--- src/rtl/masked_pkg.sv ---
// Shared definitions for the masked arithmetic datapath: the FSM state type,
// per-bit schedule constants and helpers that size and index the randomness bus.
package masked_pkg;

    // Cycles spent on one operand bit: two half-adder passes of three cycles each
    localparam int BIT_CYCLES = 6;

    // First phase of the second half-adder pass (inputs become s1 / carry)
    localparam int PH_SWITCH = 3;

    typedef enum logic [1:0] {
        IDLE = 2'd0,
        RUN  = 2'd1,
        DONE = 2'd2
    } state_t;

    // Fresh random bits needed by one masked AND gadget with n shares
    function automatic int and_nrnd(input int n);
        return n * (n - 1) / 2;
    endfunction

    // Position of the random bit shared by cross terms (i,j) and (j,i), i < j
    function automatic int pair_idx(input int i, input int j, input int n);
        return i * n - (i * (i + 1)) / 2 + (j - i - 1);
    endfunction

endpackage

--- src/rtl/adder_1bit.sv ---
// Masked half adder on d-share Boolean operands. Sum shares are the share-wise
// XOR of the inputs; carry shares come from a domain-oriented masked AND whose
// cross products are refreshed with one random bit per share pair and registered
// before being compressed, so glitches cannot combine shares of one value.
// Latency is two cycles; outputs are correct once inputs have been held for two
// cycles.
module adder_1bit
    import masked_pkg::*;
#(
    parameter int d = 2
) (
    input  logic                     clk,
    input  logic [d-1:0]             x,
    input  logic [d-1:0]             y,
    input  logic [and_nrnd(d)-1:0]   rnd,
    output logic [d-1:0]             s,
    output logic [d-1:0]             c
);

    logic [d*d-1:0] prod_d, prod_q;
    logic [d-1:0]   sum1_d, sum1_q;
    logic [d-1:0]   s_d, s_q;
    logic [d-1:0]   c_d, c_q;

    // First stage: all share cross products, off-diagonal ones masked with fresh randomness
    always_comb begin
        prod_d = '0;
        for (int i = 0; i < d; i++) begin
            for (int j = 0; j < d; j++) begin
                if (i < j) begin
                    prod_d[i*d+j] = (x[i] & y[j]) ^ rnd[pair_idx(i, j, d)];
                end else if (i > j) begin
                    prod_d[i*d+j] = (x[i] & y[j]) ^ rnd[pair_idx(j, i, d)];
                end else begin
                    prod_d[i*d+j] = x[i] & y[j];
                end
            end
        end
        sum1_d = x ^ y;
    end

    // Second stage: compress each domain's registered products into one carry share
    always_comb begin
        c_d = '0;
        for (int i = 0; i < d; i++) begin
            c_d[i] = ^prod_q[i*d +: d];
        end
        s_d = sum1_q;
    end

    // Pipeline registers for both stages (data only, no reset needed)
    always_ff @(posedge clk) begin
        prod_q <= prod_d;
        sum1_q <= sum1_d;
        s_q    <= s_d;
        c_q    <= c_d;
    end

    assign s = s_q;
    assign c = c_q;

endmodule

--- src/rtl/masked_serial_adder.sv ---
// Bit-serial W-bit adder on Boolean-masked operands. One masked half adder is
// reused twice per bit: first on (a_j, b_j) giving (s1, c1), then on
// (s1, carry) giving (sum_j, c2). The next carry is c1 ^ c2 share-wise, which
// is exact because c1 and c2 can never both be 1. Each pass holds the adder
// inputs for three cycles and samples its output at the end of the third.
module masked_serial_adder
    import masked_pkg::*;
#(
    parameter int d = 2,
    parameter int W = 8
) (
    input  logic                     clk,
    input  logic                     rst_n,
    input  logic                     start,
    output logic                     ready,
    input  logic [d*W-1:0]           a_in,
    input  logic [d*W-1:0]           b_in,
    input  logic [and_nrnd(d)-1:0]   rnd,
    output logic [d*(W+1)-1:0]       sum_out,
    output logic                     done
);

    localparam int             BIT_W    = (W > 1) ? $clog2(W) : 1;
    localparam logic [BIT_W-1:0] LAST_BIT = BIT_W'(W - 1);
    localparam logic [2:0]     PH_MID   = 3'(PH_SWITCH - 1);
    localparam logic [2:0]     PH_LAST  = 3'(BIT_CYCLES - 1);
    localparam logic [2:0]     PH_SEL   = 3'(PH_SWITCH);

    state_t state_q, state_d;

    logic [2:0]           phase_d, phase_q;
    logic [BIT_W-1:0]     bit_d, bit_q;
    logic                 sel_d, sel_q;
    logic [d-1:0]         carry_d, carry_q;
    logic [d*(W+1)-1:0]   sum_out_d, sum_out_q;

    logic [d*W-1:0]       a_d, a_q;
    logic [d*W-1:0]       b_d, b_q;
    logic [d-1:0]         s1_d, s1_q;
    logic [d-1:0]         c1_d, c1_q;
    logic [d*W-1:0]       sum_reg_d, sum_reg_q;

    logic                 accept;
    logic [d-1:0]         a_bit, b_bit;
    logic [d-1:0]         ha_x, ha_y;
    logic [d-1:0]         ha_s, ha_c;
    logic [d-1:0]         carry_new;
    logic [d*W-1:0]       sum_next;

    assign accept = start && (state_q == IDLE);

    // State register
    always_ff @(posedge clk) begin
        if (!rst_n) begin
            state_q <= IDLE;
        end else begin
            state_q <= state_d;
        end
    end

    // Next-state logic: one add runs to completion, DONE lasts exactly one cycle
    always_comb begin
        state_d = state_q;
        unique case (state_q)
            IDLE: if (start) state_d = RUN;
            RUN:  if (phase_q == PH_LAST && bit_q == LAST_BIT) state_d = DONE;
            DONE: state_d = IDLE;
            default: state_d = IDLE;
        endcase
    end

    // FSM outputs
    always_comb begin
        ready = 1'b0;
        done  = 1'b0;
        unique case (state_q)
            IDLE:    ready = 1'b1;
            DONE:    done  = 1'b1;
            default: ;
        endcase
    end

    // Pick the shares of the current operand bit
    always_comb begin
        a_bit = a_q[d-1:0];
        b_bit = b_q[d-1:0];
        for (int j = 0; j < W; j++) begin
            if (bit_q == BIT_W'(j)) begin
                a_bit = a_q[j*d +: d];
                b_bit = b_q[j*d +: d];
            end
        end
    end

    // Half-adder input mux, steered only by a registered select so it never glitches
    always_comb begin
        ha_x = sel_q ? s1_q    : a_bit;
        ha_y = sel_q ? carry_q : b_bit;
    end

    adder_1bit #(.d(d)) u_ha (
        .clk (clk),
        .x   (ha_x),
        .y   (ha_y),
        .rnd (rnd),
        .s   (ha_s),
        .c   (ha_c)
    );

    // Schedule: counters, operand capture, pass results and sum assembly
    always_comb begin
        phase_d   = phase_q;
        bit_d     = bit_q;
        sel_d     = sel_q;
        carry_d   = carry_q;
        sum_out_d = sum_out_q;
        a_d       = a_q;
        b_d       = b_q;
        s1_d      = s1_q;
        c1_d      = c1_q;
        sum_reg_d = sum_reg_q;

        carry_new = c1_q ^ ha_c;
        sum_next  = sum_reg_q;
        for (int j = 0; j < W; j++) begin
            if (bit_q == BIT_W'(j)) begin
                sum_next[j*d +: d] = ha_s;
            end
        end

        if (accept) begin
            a_d     = a_in;
            b_d     = b_in;
            carry_d = '0;
            bit_d   = '0;
            phase_d = '0;
            sel_d   = 1'b0;
        end else if (state_q == RUN) begin
            if (phase_q == PH_MID) begin
                s1_d = ha_s;
                c1_d = ha_c;
            end
            if (phase_q == PH_LAST) begin
                sum_reg_d = sum_next;
                carry_d   = carry_new;
                phase_d   = '0;
                if (bit_q == LAST_BIT) begin
                    sum_out_d = {carry_new, sum_next};
                end else begin
                    bit_d = bit_q + BIT_W'(1);
                end
            end else begin
                phase_d = phase_q + 3'd1;
            end
            sel_d = (phase_d >= PH_SEL);
        end
    end

    // Control and visible-result registers, cleared by reset
    always_ff @(posedge clk) begin
        if (!rst_n) begin
            phase_q   <= '0;
            bit_q     <= '0;
            sel_q     <= 1'b0;
            carry_q   <= '0;
            sum_out_q <= '0;
        end else begin
            phase_q   <= phase_d;
            bit_q     <= bit_d;
            sel_q     <= sel_d;
            carry_q   <= carry_d;
            sum_out_q <= sum_out_d;
        end
    end

    // Datapath registers, always rewritten before use so they carry no reset
    always_ff @(posedge clk) begin
        a_q       <= a_d;
        b_q       <= b_d;
        s1_q      <= s1_d;
        c1_q      <= c1_d;
        sum_reg_q <= sum_reg_d;
    end

    assign sum_out = sum_out_q;

endmodule

--- config.mk ---
export PLATFORM = sky130hd
export DESIGN_NAME = masked_serial_adder
export DESIGN_NICKNAME = d
export VERILOG_FILES = /design/src/rtl/masked_pkg.sv /design/src/rtl/adder_1bit.sv /design/src/rtl/masked_serial_adder.sv
export SDC_FILE = /design/constraint.sdc
export NUM_CORES = 1
export LEC_CHECK = 0
export ABC_CLOCK_PERIOD_IN_PS = 2570
export CAP_MARGIN = 20
export CORE_MARGIN = 3
export CORE_UTILIZATION = 53
export CTS_CLUSTER_DIAMETER = 30
export CTS_CLUSTER_SIZE = 24
export DETAILED_ROUTE_END_ITERATION = 7
export GPL_ROUTABILITY_DRIVEN = 0
export HOLD_SLACK_MARGIN = 0.12
export PLACE_DENSITY = 0.79
export SYNTH_ARGS = -nofsm -noshare
export SYNTH_HDL_FRONTEND = slang
export SYNTH_SLANG_ARGS = --single-unit
--- constraint.sdc ---
create_clock -name clk -period 2.57 [get_ports clk]
set_input_delay 0.514 -clock clk [delete_from_list [all_inputs] [get_ports clk]]
set_output_delay 0.514 -clock clk [all_outputs]
set_load 0.03 [all_outputs]
# Word-level counts from Yosys, hierarchy flattened
# Index checks and enable logic that the tools add are counted.
# word_totals
register_bits,91
input_bits,36
out_inout_bits,20
word_cells,87
# op_classes
add_sub_neg,2
magnitude_cmp,1
eq_ne,13
muxes,32
bitwise,11
n_reduce_logical,13
# op_table
op,count
two-way mux 2 bit,26
"equality test 3 bit, second input constant",5
"equality test 3 x 2 -> 1 bit, second input constant",3
two-way mux 3 bit,3
AND reduction 3 bit,3
"adder 3 x 1 -> 3 bit, second input constant",2
AND 1 bit,4
"!= test 2 bit, second input constant",2
case mux 2 bit (2 select lines),1
AND reduction 2 bit,2
AND reduction 4 bit,1
parity 2 bit,2
XOR 2 bit,2
"equality test 3 x 1 -> 1 bit, second input constant",1
">= comparator 3 x 2 -> 1 bit, second input constant",1
zero test 3 bit,1
inverter 1 bit,3
"equality test 2 x 1 -> 1 bit, second input constant",1
"equality test 2 bit, second input constant",1
logical AND 1 bit,2
zero test 2 bit,1
two-way mux 1 bit,2
OR reduction 2 bit,1
XOR 1 bit,2

# Logic depth before layout (Yosys ltp)
# Gate-level depths: netlist of run 1.
# depth
ltp_word,11
mapped_depth,9
depth_no_buf,8

# Modules after synthesis
# From an unflattened synthesis of run 1, not the netlist that was laid out.
# unflattened
hier_cells,275
hier_area_um2,3602.2
# by_module_without_submodules
mod,instances,cells_per_inst,area_per_inst_um2,seq_area_each_um2
masked_serial_adder,1,257,3334.4,2082.0
adder_1bit,1,18,267.8,200.2

# Least setup slack after synthesis of run 1
# Ideal clock, no wire load.
# synth_path
kind,register to register
start,register state_q[1]
end,register carry_q[0]
setup_ns,0.199
arrival_ns,2.175
t_required_ns,2.371
path_slack_ns,0.196
path_stages_with_launch,6
path_buffers,1
period_less_slack_ns,2.374
path_cell_list,dfxtp_1 -> nor2_1 -> and2_1 -> nand2b_1 -> clkbuf_1 -> a211oi_1
# synth_via
elab_chain_len,3
word_cells_on_any_way,5
cone_classes,1 x eq/ne; 4 x reduce/logical
# synth_lines
element,line_no,rtl
from (decl),masked_serial_adder.sv:29,"state_t state_q, state_d;"
from (signal assigned),masked_serial_adder.sv:57,state_q <= state_d;
zero test 2 bit,masked_serial_adder.sv:50,assign accept = start && (state_q == IDLE);
logical AND 1 bit,masked_serial_adder.sv:50,
named net accept,masked_serial_adder.sv:43,logic accept;
OR reduction 2 bit (no line),--,
to (signal assigned),masked_serial_adder.sv:171,carry_q <= carry_d;
to (decl),masked_serial_adder.sv:34,"logic [d-1:0] carry_d, carry_q;"
# The timed path passes the listed nets, and every way through them passes these cells.
# A chain may end at the register's enable or synchronous reset.

# Final worst setup path of run 1
# layout_path
start,register bit_q[0]
end,register sum_out_q[12] (netlist: sum_out[12])
# layout_via
elab_chain_len,2
word_cells_on_any_way,4
cone_classes,2 x eq/ne; 1 x mux; 1 x reduce/logical
# layout_lines
element,line_no,rtl
from (decl),masked_serial_adder.sv:32,"logic [BIT_W-1:0] bit_d, bit_q;"
from (signal assigned),masked_serial_adder.sv:169,bit_q <= bit_d;
equality test 3 bit (on tied branches),"masked_serial_adder.sv:147, masked_serial_adder.sv:126",
AND reduction 4 bit (no line) or two-way mux 2 bit (tied branches),--,
to (signal assigned),masked_serial_adder.sv:172,sum_out_q <= sum_out_d;
to (decl),masked_serial_adder.sv:35,"logic [d*(W+1)-1:0] sum_out_d, sum_out_q;"
# Several ways; a longest one is shown, not always the timed one.

==> reports/metrics.cfg, run 1 <==
[yosys]
synth-seq-area-share_pct=61.96
synth_top_family_by_area=simple AND/OR/NAND/NOR gates
ys_warn_count=0
synth-xor-area-share_pct=1.902
syn_inst=288
ys_async_sr_fraction_pct=0
ys.flop_type=edfxtp_1
synth.cell_area_um2=3684
synth_mux_area_share_pct=7.133
synthAdderAreaFrac_pct=2.717
syn_nets=332
synth-edff-count=50
syn_area_per_cell_um2=12.79
synth-compound-area-share_pct=10.73
synthSimpleGateAreaFrac_pct=11.79
ys_ff_latch=89
ys_types=47

[placement]
dp_slack_ps=351.6
numPortBuffers=55
hpwl_mm=5.131

[critical_path]
critPathLaunchType=flip-flop
critPathKind=reg2reg
cpMostUsedCell=ha_1
worstPathRequired_ps=2820
max_stage_delay_ps=430
cpMaxStageDelayCell=ha_1
worst-r2r-setup-slack_ps=320
cp_max_fo=23
critPathArrivalTime_ps=2510
r2r_cells=7
end_kind=flip-flop
worstPathCellList=ha_1 > ha_1 > inv_4 > nor4_4 > buf_4 > nor2_1 > a311oi_1

[die]
rows=29
die_x_um=89.37
start_util_pct=56.40
coreArea_um2=6531
die-area_um2=7986
die_height_um=89.37
ios=56

[worst_hold_path]
hold_depth=0
hp-class=reg2reg

[cells_and_area]
seq_area_um2=2282
multi_input_area_um2=1267
nNetsFinal=390
fin_util_pct=68.60
synthToLayoutAreaGrowth_pct=21.64
antenna_cells=0
n_fill_cell=484
drive_above_1_share_pct=12.54

[timing]
fin_ws_ps=317.4
max_freq_mhz=443.9
finalCritPeriodShare_pct=87.65
drv_slew=0
whs_ps=336.1
worst_pin_slew_ps=697.3
setup_viol=0
clock_skew_ps=8.166
slew_headroom_pct=53.16
final-hold-violation-count=0
setup-tns-final_ps=0
period_needed_ps=2253
rsz0062_at_grt=false

[drt]
drtIter0Drc=198
post_drt_wl_per_cell_um=16.20
drc=0
viasPerCell=5.451
ant_nets=0
dr.pass1.iters=4
drt_wl_total_mm=6.934
vias=2333

[clock_tree]
cts_buffers=9
cts_num_sinks=89
h-tree-depth=3
clock-root-buffer=clkbuf_8
worstSkewPairLatency_ps=350
cts_tree=yes
cts_hold_buf=0
ctsResizeCount=0
path_clk_slew_ps=90
clockBufferDepth=2
post_cts_buffers=0

[run]
drv_cap=0

[run_status]
status=completed

[pwr]
powerDensity_nw_per_um2=608.4
leakagePower_uw=0.001538
ir_worst_vdd_mv=0.4107

[global_routing]
overflow=0
grtUsageTotal_pct=18.74
grt_max_degree=34
antenna_found_initial=0
grt_pass1_wl_mm=11.11
grt_pass1_vias=2243

## worst max-delay path, delay by kind of cell (launching register included)
kind                     cells  cell delay [ps]
AO/OA/AOI/OAI                1              270
adder cells (fa/ha/maj)      2              650
buffers and inverters        2              480
flip-flops                   1              410
AND/OR/NAND/NOR              2              330
## synthesized netlist by cell type (2+ instances only)
master	n	area share [%]
edfxtp_1	50	41
dfxtp_1	39	21
nor2_1	31	3.2
nand2_1	26	2.6
mux2i_1	15	4.1
mux2_2	10	3.1
ha_1	8	2.7
inv_1	8	0.82
nand2b_1	7	1.2
nor2b_1	6	1.0
xnor2_1	6	1.4
a211oi_1	5	1.0
a21oi_1	5	0.68
and2_1	5	0.85
buf_6	5	1.5
clkbuf_1	5	0.51
o21ai_0	5	0.68
a31oi_1	4	0.68
o21a_1	4	0.82
a311oi_1	3	0.71
nor3_1	3	0.41
a211oi_2	2	0.68
a221oi_2	2	0.82
a22oi_1	2	0.41
a2bb2oi_1	2	0.48
a32oi_1	2	0.48
buf_4	2	0.41
o211a_1	2	0.54
o211ai_1	2	0.41
o221ai_1	2	0.48
o32a_1	2	0.54
or2_1	2	0.34
xor2_1	2	0.48
## sequential cells by signal, indices dropped and copies added, names as in the netlist, 3 cells and up
register	flops
u_ha.prod_q	4
sum_out	18
a_q	16
sum_reg_q	14
phase_q	3
b_q	16
bit_q	3
## kinds of logic after synthesis
| group | Yosys count |
|---|---|
| AO/OA/AOI/OAI | 48 |
| XOR/XNOR | 8 |
| adder cells (fa/ha/maj) | 8 |
| buffers and inverters | 24 |
| flip-flops | 89 |
| multiplexers | 25 |
| AND/OR/NAND/NOR | 86 |
## worst paths after layout
check | startpoint | to
worst min register to register | u_ha.s_d[1] | u_ha.s[1]
worst max register to register | bit_q[0] | sum_out[12]
worst max-delay path | bit_q[0] | sum_out[12]
worst min-delay path | u_ha.s_d[1] | u_ha.s[1]
## metal layers
metal	track usage, %	share of wire [%]	vias up
li1	-	-	1152
met1	26.62	47	1110
met2	28.40	47	62
met3	3.318	4.0	9
met4	7.848	1.6	0
met5	0	0	-
## per-stage QoR
stage	area (um^2)	power (uW)	cells
6_report	4481	2726	428
5_1_grt	4481	2827	428
4_1_cts	4481	2741	428
3_5_place_dp	4278	1799	412
3_3_place_gp	4278	1792	412
2_1_floorplan	3684	1708	288
## power by group
group          total [uW]  internal [uW]  leakage, uW  switching (uW)
Clock                 961            482     0.000100             479
Combinational         153           86.5     0.000652            66.8
Sequential           1610           1570     0.000786            42.5
## placed cells by master, fill, tap and decap left out, drive strengths merged, types with 8 or more instances in the layout
cell type	n
clkbuf	11
clkdlybuf4s50	55
mux2i	15
dfxtp	39
nand2	26
ha	8
edfxtp	50
mux2	10
inv	12
nor2	32
## layout make-up
| cell class | instances | area share (%) |
|---|---|---|
| Timing Repair Buffer | 60 | 13.12 |
| Clock buffer | 11 | 3.156 |
| Clock inverter | 5 | 1.368 |
| Sequential cell | 89 | 50.94 |
| Multi-Input combinational cell | 175 | 28.29 |
| Inverter | 11 | 0.9774 |
| Tap cell | 77 | 2.150 |
Note: power is estimated with default switching activity, not from simulation.
==> run 2, diff against run 1 <==
- ABC_CLOCK_PERIOD_IN_PS: 2570 -> default
==> results of run 2 <==
No change in the layout: final DEF, timing and power equal those of run 1.
